===== src/rtl/i2c_target_datapath.sv =====
// rtl/i2c_target_datapath.sv - I2C target byte datapath with address match, ACK drive and TX/RX shifting
// Optional SCL/SDA majority glitch filter: define I2C_TARGET_GLITCH_FILTER_EN.
module i2c_target_datapath (
   input  logic       i2c_core_clock_i,
   input  logic       reset_bit_n_i,
   input  logic       scl_i,
   input  logic       sda_i,
   input  logic [6:0] own_addr_i,
   input  logic [7:0] tx_data_i,
   input  logic       tx_valid_i,
   output logic       sda_o,
   output logic [7:0] rx_data_o,
   output logic       rx_valid_o,
   output logic       tx_req_o,
   output logic       nack_o,
   output logic       addr_match_o,
   output logic       rw_o,
   output logic       busy_o
);

   typedef enum logic [2:0] {
      S_IDLE, S_ADDR, S_ADDR_ACK, S_RX, S_RX_ACK, S_TX, S_TX_ACK, S_WAIT
   } state_t;

   state_t      r_state, w_state_nxt;
   logic        r_scl_meta, r_scl_sync, r_sda_meta, r_sda_sync;
   logic        r_scl_prev, r_sda_prev;
   logic        w_scl_s, w_sda_s;
   logic        w_scl_rise, w_scl_fall, w_start, w_stop;
   logic [7:0]  w_byte, w_tx_byte;
   logic        w_last_bit, w_addr_hit;

   logic [2:0]  r_bit_cnt, w_cnt_nxt;
   logic [6:0]  r_shift, w_shift_nxt;
   logic [7:0]  r_tx_shift, w_tx_shift_nxt;
   logic        r_ack_on, w_ack_on_nxt;
   logic        r_tx_loaded, w_tx_loaded_nxt;
   logic        r_sda, w_sda_nxt;
   logic [7:0]  r_rx_data, w_rx_data_nxt;
   logic        r_rx_valid, w_rx_valid_nxt;
   logic        r_tx_req, w_tx_req_nxt;
   logic        r_nack, w_nack_nxt;
   logic        r_match, w_match_nxt;
   logic        r_rw, w_rw_nxt;
   logic        r_busy, w_busy_nxt;

   always_ff @(posedge i2c_core_clock_i) begin
      if (!reset_bit_n_i) begin
         r_scl_meta <= 1'b1;
         r_scl_sync <= 1'b1;
         r_sda_meta <= 1'b1;
         r_sda_sync <= 1'b1;
      end else begin
         r_scl_meta <= scl_i;
         r_scl_sync <= r_scl_meta;
         r_sda_meta <= sda_i;
         r_sda_sync <= r_sda_meta;
      end
   end

`ifdef I2C_TARGET_GLITCH_FILTER_EN
   // 2-of-3 vote over the last three synchronized samples drops single-cycle pulses.
   logic [2:0] r_scl_hist, r_sda_hist;

   function automatic logic maj3(input logic [2:0] v);
      return (v[0] & v[1]) | (v[0] & v[2]) | (v[1] & v[2]);
   endfunction

   always_ff @(posedge i2c_core_clock_i) begin
      if (!reset_bit_n_i) begin
         r_scl_hist <= 3'b111;
         r_sda_hist <= 3'b111;
      end else begin
         r_scl_hist <= {r_scl_hist[1:0], r_scl_sync};
         r_sda_hist <= {r_sda_hist[1:0], r_sda_sync};
      end
   end

   assign w_scl_s = maj3(r_scl_hist);
   assign w_sda_s = maj3(r_sda_hist);
`else
   assign w_scl_s = r_scl_sync;
   assign w_sda_s = r_sda_sync;
`endif

   always_ff @(posedge i2c_core_clock_i) begin
      if (!reset_bit_n_i) begin
         r_scl_prev <= 1'b1;
         r_sda_prev <= 1'b1;
      end else begin
         r_scl_prev <= w_scl_s;
         r_sda_prev <= w_sda_s;
      end
   end

   assign w_scl_rise = w_scl_s & ~r_scl_prev;
   assign w_scl_fall = ~w_scl_s & r_scl_prev;
   assign w_start    = w_scl_s & r_scl_prev & r_sda_prev & ~w_sda_s;
   assign w_stop     = w_scl_s & r_scl_prev & ~r_sda_prev & w_sda_s;
   assign w_byte     = {r_shift, w_sda_s};
   assign w_last_bit = (r_bit_cnt == 3'd7);
   assign w_addr_hit = (w_byte[7:1] == own_addr_i);
   assign w_tx_byte  = tx_valid_i ? tx_data_i : 8'hFF;

   always_ff @(posedge i2c_core_clock_i) begin
      if (!reset_bit_n_i) r_state <= S_IDLE;
      else                r_state <= w_state_nxt;
   end

   always_comb begin
      w_state_nxt = r_state;
      if (w_stop) begin
         w_state_nxt = S_IDLE;
      end else if (w_start) begin
         w_state_nxt = S_ADDR;
      end else begin
         case (r_state)
            S_ADDR:     if (w_scl_rise && w_last_bit) w_state_nxt = w_addr_hit ? S_ADDR_ACK : S_WAIT;
            S_ADDR_ACK: if (w_scl_fall && r_ack_on)   w_state_nxt = r_rw ? S_TX : S_RX;
            S_RX:       if (w_scl_rise && w_last_bit) w_state_nxt = S_RX_ACK;
            S_RX_ACK:   if (w_scl_fall && r_ack_on)   w_state_nxt = S_RX;
            S_TX:       if (w_scl_rise && w_last_bit) w_state_nxt = S_TX_ACK;
            S_TX_ACK:   if (w_scl_rise && r_ack_on)   w_state_nxt = w_sda_s ? S_WAIT : S_TX;
            default:    w_state_nxt = r_state;
         endcase
      end
   end

   // r_ack_on marks the half of an ACK slot after the first SCL fall has been seen.
   always_comb begin
      w_sda_nxt       = r_sda;
      w_cnt_nxt       = r_bit_cnt;
      w_shift_nxt     = r_shift;
      w_tx_shift_nxt  = r_tx_shift;
      w_ack_on_nxt    = r_ack_on;
      w_tx_loaded_nxt = r_tx_loaded;
      w_rx_data_nxt   = r_rx_data;
      w_rx_valid_nxt  = 1'b0;
      w_tx_req_nxt    = 1'b0;
      w_nack_nxt      = 1'b0;
      w_match_nxt     = r_match;
      w_rw_nxt        = r_rw;
      w_busy_nxt      = r_busy;
      if (w_stop) begin
         w_sda_nxt    = 1'b1;
         w_busy_nxt   = 1'b0;
         w_match_nxt  = 1'b0;
         w_ack_on_nxt = 1'b0;
      end else if (w_start) begin
         w_sda_nxt    = 1'b1;
         w_cnt_nxt    = 3'd0;
         w_busy_nxt   = 1'b1;
         w_match_nxt  = 1'b0;
         w_ack_on_nxt = 1'b0;
      end else begin
         case (r_state)
            S_ADDR, S_RX: begin
               if (w_scl_rise) begin
                  w_shift_nxt = w_byte[6:0];
                  w_cnt_nxt   = r_bit_cnt + 3'd1;
                  if (w_last_bit && r_state == S_ADDR && w_addr_hit) begin
                     w_match_nxt  = 1'b1;
                     w_rw_nxt     = w_byte[0];
                     w_tx_req_nxt = w_byte[0];
                  end else if (w_last_bit && r_state == S_RX) begin
                     w_rx_data_nxt  = w_byte;
                     w_rx_valid_nxt = 1'b1;
                  end
               end
            end
            S_ADDR_ACK, S_RX_ACK: begin
               if (w_scl_fall && !r_ack_on) begin
                  w_sda_nxt    = 1'b0;
                  w_ack_on_nxt = 1'b1;
               end else if (w_scl_fall) begin
                  w_ack_on_nxt = 1'b0;
                  w_sda_nxt    = 1'b1;
                  if (r_state == S_ADDR_ACK && r_rw) begin
                     w_sda_nxt       = w_tx_byte[7];
                     w_tx_shift_nxt  = {w_tx_byte[6:0], 1'b1};
                     w_tx_loaded_nxt = 1'b1;
                  end
               end
            end
            S_TX: begin
               if (w_scl_fall && !r_tx_loaded) begin
                  w_sda_nxt       = w_tx_byte[7];
                  w_tx_shift_nxt  = {w_tx_byte[6:0], 1'b1};
                  w_tx_loaded_nxt = 1'b1;
               end else if (w_scl_fall) begin
                  w_sda_nxt      = r_tx_shift[7];
                  w_tx_shift_nxt = {r_tx_shift[6:0], 1'b1};
               end
               if (w_scl_rise) w_cnt_nxt = r_bit_cnt + 3'd1;
            end
            S_TX_ACK: begin
               if (w_scl_fall && !r_ack_on) begin
                  w_sda_nxt    = 1'b1;
                  w_ack_on_nxt = 1'b1;
               end
               if (w_scl_rise && r_ack_on) begin
                  w_ack_on_nxt    = 1'b0;
                  w_tx_loaded_nxt = 1'b0;
                  w_nack_nxt      = w_sda_s;
                  w_tx_req_nxt    = ~w_sda_s;
               end
            end
            default: w_sda_nxt = 1'b1;
         endcase
      end
   end

   always_ff @(posedge i2c_core_clock_i) begin
      if (!reset_bit_n_i) begin
         r_sda       <= 1'b1;
         r_bit_cnt   <= 3'd0;
         r_shift     <= 7'd0;
         r_tx_shift  <= 8'hFF;
         r_ack_on    <= 1'b0;
         r_tx_loaded <= 1'b0;
         r_rx_data   <= 8'd0;
         r_rx_valid  <= 1'b0;
         r_tx_req    <= 1'b0;
         r_nack      <= 1'b0;
         r_match     <= 1'b0;
         r_rw        <= 1'b0;
         r_busy      <= 1'b0;
      end else begin
         r_sda       <= w_sda_nxt;
         r_bit_cnt   <= w_cnt_nxt;
         r_shift     <= w_shift_nxt;
         r_tx_shift  <= w_tx_shift_nxt;
         r_ack_on    <= w_ack_on_nxt;
         r_tx_loaded <= w_tx_loaded_nxt;
         r_rx_data   <= w_rx_data_nxt;
         r_rx_valid  <= w_rx_valid_nxt;
         r_tx_req    <= w_tx_req_nxt;
         r_nack      <= w_nack_nxt;
         r_match     <= w_match_nxt;
         r_rw        <= w_rw_nxt;
         r_busy      <= w_busy_nxt;
      end
   end

   assign sda_o        = r_sda;
   assign rx_data_o    = r_rx_data;
   assign rx_valid_o   = r_rx_valid;
   assign tx_req_o     = r_tx_req;
   assign nack_o       = r_nack;
   assign addr_match_o = r_match;
   assign rw_o         = r_rw;
   assign busy_o       = r_busy;

endmodule


===== config.mk =====
export PLATFORM = sky130hd
export DESIGN_NAME = i2c_target_datapath
export DESIGN_NICKNAME = d
export VERILOG_FILES = /design/src/rtl/i2c_target_datapath.sv
export SDC_FILE = /design/constraint.sdc
export NUM_CORES = 1
export LEC_CHECK = 0
export BUFFER_PORTS_ARGS = -buffer_cell sky130_fd_sc_hd__buf_2
export CORE_ASPECT_RATIO = 0.9
export CORE_UTILIZATION = 45
export DETAILED_ROUTE_END_ITERATION = 16
export PLACE_DENSITY_LB_ADDON = 0.15
export RECOVER_POWER = 100
export SYNTH_ARGS = -nofsm -noshare
export SYNTH_HDL_FRONTEND = slang
export SYNTH_SLANG_ARGS = --single-unit

===== constraint.sdc =====
create_clock -name i2c_core_clock_i -period 3.6 [get_ports i2c_core_clock_i]
set_clock_uncertainty 0.1 [all_clocks]
set_input_delay 0.36 -clock i2c_core_clock_i [delete_from_list [all_inputs] [get_ports i2c_core_clock_i]]
set_output_delay 0.36 -clock i2c_core_clock_i [all_outputs]
set_load 0.03 [all_outputs]

== After elaboration in Yosys (flattened, before gate mapping) ==
Cells that the tools add are included.

* Output and inout port bits: 15
* Memories: 0
* Logic and storage cells: 148
* Register bits after elaboration: 44
* Memory bits (writable): 0
* Latch bits: 0
* Memory bits (read-only): 0

* Equality and inequality tests: 28
* Add/subtract/negate cells: 1
* Multipliers: 0
* Order comparisons: 0
* Muxes and demuxes: 43
* Divide/modulo/power cells: 0
* Bitwise operators: 19
* Shifts and indexed selects: 0
* Reduce and logical (&&, ||, !) cells: 36

{| class="wikitable"
|+ Operator list
! operator !! count
|-
| 8-bit 2-to-1 mux || 6
|-
| 3-bit 2-to-1 mux || 11
|-
| 3-bit inequality test, second input constant || 9
|-
| 2-bit inequality test, second input constant || 11
|-
| 7-bit AND reduction || 3
|-
| 1-bit 2-to-1 mux || 19
|-
| 3-bit one-hot mux with 6 select lines || 1
|-
| 8-bit one-hot mux with 2 select lines || 1
|-
| 3-bit equality test, second input constant || 4
|-
| 1-bit inverter || 12
|-
| 1-bit logical AND || 9
|-
| 3-bit AND reduction || 3
|-
| 4-bit AND reduction || 2
|-
| 8-bit AND reduction || 1
|-
| 2-bit nonzero test || 4
|-
| 1-bit bitwise AND || 7
|-
| 7-bit equality test || 1
|-
| 7-bit nonzero test || 1
|-
| 3-bit by 2-bit equality test with 1-bit output, second input constant || 2
|-
| 6-bit AND reduction || 1
|-
| 6-bit nonzero test || 1
|-
| 2-bit OR reduction || 3
|-
| 3-bit OR reduction || 2
|-
| 6-bit OR reduction || 1
|-
| 10 further kinds || 12
|}

== Depth between registers and ports, before layout ==
* Depth after elaboration: 6
* Gate-level depth with buffers: 7
* Gate-level depth less buffers: 6

== Least setup slack after synthesis ==
No wires, ideal clock.

* Kind: register to register
* From: register r_state[2]
* To: register r_tx_shift[1]
* Setup time: 0.132 ns
* Slack: 1.886 ns
* Period minus slack after synthesis: 1.714 ns
* Arrival: 1.482 ns
* Path buffers: 1
* Cell stages (with the launch flop): 7
* Path through: dfxtp_1 > buf_6 > or2_4 > or3_4 > a21oi_4 > nor4b_2 > o21ai_1

* Cells in the longest elaborated chain, start to end: 4
* Elaborated cells between the ends (all ways): 12
* Classes of those cells: 7 x eq/ne; 1 x mux; 4 x reduce/logical

{| class="wikitable"
|+ Ends and longest elaborated chain
! item !! RTL line !! source
|-
| from (decl) || 25 || <nowiki>state_t r_state, w_state_nxt;</nowiki>
|-
| from (signal assigned) || 107 || <nowiki>else r_state <= w_state_nxt;</nowiki>
|-
| 3-bit by 2-bit equality test with 1-bit output or 3-bit equality test (tied branches) || 156, 178 ||
|-
| 2-bit OR reduction or 1-bit logical AND (tied branches) || 156, 178 ||
|-
| 2-bit inequality test (no line) or 2-bit nonzero test (tied branches) || n/a ||
|-
| 7-bit AND reduction (no line) || n/a ||
|-
| to (signal assigned) || 232 || <nowiki>r_tx_shift <= w_tx_shift_nxt;</nowiki>
|-
| to (decl) || 35 || <nowiki>logic [7:0] r_tx_shift, w_tx_shift_nxt;</nowiki>
|}

Parallel ways exist; a longest one is shown, timed or not.
A chain may end at the register's enable or synchronous reset.

== Worst setup path after layout ==
* From: register r_state[0]
* To: register r_tx_shift[6]

Same word-level chain as after synthesis.

==> flow_summary.ini <==
[outcome]
status = completed

[timing]
period_minus_slack_ps = 2540
tns_ps = 0
clock.fmax_mhz = 394
setup_slack_ps = 1060
drv_slew = 0
relSlewSlack_pct = 12.3
hold_viol = 0
setup_viol = 0
min_period_over_period_pct = 70.5
rsz0062_at_grt = no
worstMarginPinSlew_ps = 1320

[final_layout]
regArea_sq_um = 861
insertedDiodeCount = 0
fin_nets = 295
fin_util_pct = 52.1
drive_above_1_share_pct = 10.9
finalNonFillerCells = 336
fillCellCount = 457
multiInputGateArea_sq_um = 1110
area_growth_pct = 10.6
final_area_sq_um = 2340

[logic_synthesis]
synth_common_cells = dfxtp_1 (43), nand2_1 (32), nor2b_1 (16), inv_1 (14), o21ai_0 (14)
synth-seq-cells = 43
synth_area_leaders = dfxtp_1 (41%), nand2_1 (5.7%), nor2b_1 (4.7%), mux2i_1 (3.8%), xnor2_1 (3.7%)
ys_seq_area_share_pct = 40.7
synth.avg_cell_area_sq_um = 8.53
async_reset_ff_share_pct = 0
syn-cell-area_sq_um = 2110
syn-num-nets = 270
synth_warnings = 0
synth_top_cell_by_area = dfxtp_1
synth_cell_types = 47
yosysMostFrequentCell = dfxtp_1
synth_edf_count = 0
synthFlopType = dfxtp_1
synthCells = 248
yosys.area.top_type_share_pct = 40.7

[floorplanning]
io_pins = 35
die_height_um = 67.0
die_area_sq_um = 4980
rows = 23
core_area_sq_um = 4490
fp.dieW_um = 74.3
initial_core_util_pct = 47.1

[setup_path]
crit_path_start = r_state[0]
crit_buf_inv = 0
r2r_slack_ps = 1060
max_stage_delay_ps = 810
slowest_stage = a21oi_1
worstPathRequired_ps = 3600
reg2reg_depth = 5
startpoint_type = register
crit_fanout = 21
worst-setup-path-type = register to register
cp_top_family = compound AO/OA/AOI/OAI gates
cp.depth = 5
arrival_ps = 2530
endpoint_kind = register
reg2reg_from = r_state[0]
crit_chain = nand3b_1, a21oi_1, nand2_1, o311ai_0, o211ai_1
r2r-end = r_tx_shift[6]

[power]
p_int_mw = 0.728
power_switching_mw = 0.337
netSwitchingFraction_pct = 31.7
ir_drop_mv = 0.320
p_seq_share_pct = 52.5
p_per_area_nw_per_um2 = 455
pwr-share-comb_pct = 19.5
p_clk_share_pct = 28.0
power_leakage_nw = 0.841

[worst_hold_path]
hold_start = scl_i
min_to = r_scl_meta
whs_path_depth = 2
hp-class = primary input to register

[clock_network]
cts_htree_levels = 2
ctsHoldBuffers = 0
clkTransAtPathRegs_ps = 80
clk_path_buf_depth = 2
clkLatencyLatePin_ps = 290
cts_tree = done
numClockSinks = 43
cts_setup_buffers = 0
postCtsResizedCells = 0
numCtsBuffers = 5
ctsRootBufferMaster = clkbuf_8

[drt]
wl_per_cell_um = 12.6
wl_met1_um = 2270
wl_met3_um = 191
wl_um = 4230
detail-route-antenna-nets = 0
drc = 0
avgViaCountPerCell = 5.26
firstDrtPassIters = 4
routed.top_layer = met4
drt_iter0_drc = 179
via_count = 1768
wl_met2_um = 1750

[global_route]
grt_usage_pct = 18.6
grt_pass1_vias = 1493
grt_pass1_wl_um = 7170
grt_max_degree = 37
grt-ovfl-total = 0
antenna_found_initial = 0

[placed_design]
place_area_sq_um = 2280
dp_slack_ps = 1110
numPortBuffers = 34
placed_cells = 328
hpwlAfterDp_um = 2950
place.gp.congestion = 0.790

[flow_run]
maxCapViolations = 0
[how the worst max path moves through the flow]
| stage | slack (ps) | to |
|---|---|---|
| 3_3_place_gp | 1220 | r_tx_shift[2] |
| 4_1_cts | 1110 | r_tx_shift[6] |
| 6_report | 1060 | r_tx_shift[6] |
| 5_1_grt | 830 | r_tx_shift[5] |
| 2_1_floorplan | 1890 | r_tx_shift[1] |
| 3_5_place_dp | 1110 | r_tx_shift[6] |
[cells in the final DEF, fill, tap and decap left out, types with 3 or more instances in the layout]
cell,netlist,final
clkbuf_8,0,5
a21boi_0,9,9
mux2i_1,8,8
nand4_1,3,3
nor2b_1,16,16
buf_2,4,18
nand2_1,32,32
xnor2_1,9,9
o211ai_1,7,7
a21oi_1,12,12
o311ai_0,3,7
nor2_1,5,6
o21ai_0,14,16
nor3_1,4,4
inv_1,14,14
clkbuf_1,8,17
nand2b_1,9,9
dfxtp_1,43,43
nand3_1,8,8
[through the flow]
step / power [mW] / hold WS (ps)
4_1_cts: 1.08 / 146
5_1_grt: 1.13 / 147
6_report: 1.07 / 151
3_3_place_gp: 0.775 / 289
3_5_place_dp: 0.777 / 293
2_1_floorplan: 0.737 / 286
[worst register-to-register path, delay by kind of cell, from the launching register on]
kind,cells,cell delay (ps)
DFF,1,750
and+or+nand+nor,2,410
AOI/OAI and AO/OA,3,1090
[registers in the layout, summed over array words and instances (netlist names), 3 cells and up]
name        flops
r_state         3
r_tx_shift      7
r_shift         7
rx_data_o       8
r_bit_cnt       3
[final cells by class]
cell class              instances  area share, %
clock buffers                   6           3.10
clock inverters                 2          0.535
inverters                      14           2.25
multi-input cells             175           47.6
flip-flops and latches         43           36.8
well taps                      62           3.32
repair buffers                 34           6.42
[logic make-up after synthesis]
group	Yosys count	synth area share [%]
fa+ha+maj	2	1.18
mux	8	3.79
buf+inv	30	6.33
simple gates	90	22.8
flops	43	40.7
compound gates	65	21.0
xor+xnor	10	4.14
[routing by layer]
metal	track usage [%]	up-vias
met3	3.63	2
met5	0	-
met1	28.7	810
met4	4.25	0
li1	-	912
met2	26.1	44
[power by group through the flow]
| stage | Sequential, mW | Clock [mW] | Combinational, mW |
|---|---|---|---|
| 6_report | 0.559 | 0.299 | 0.207 |
| 5_1_grt | 0.565 | 0.329 | 0.234 |
| 4_1_cts | 0.559 | 0.310 | 0.208 |
| 3_5_place_dp | 0.569 | 0 | 0.207 |
| 3_3_place_gp | 0.568 | 0 | 0.207 |
| 2_1_floorplan | 0.527 | 0 | 0.210 |
(Power assumes the default switching activity.)
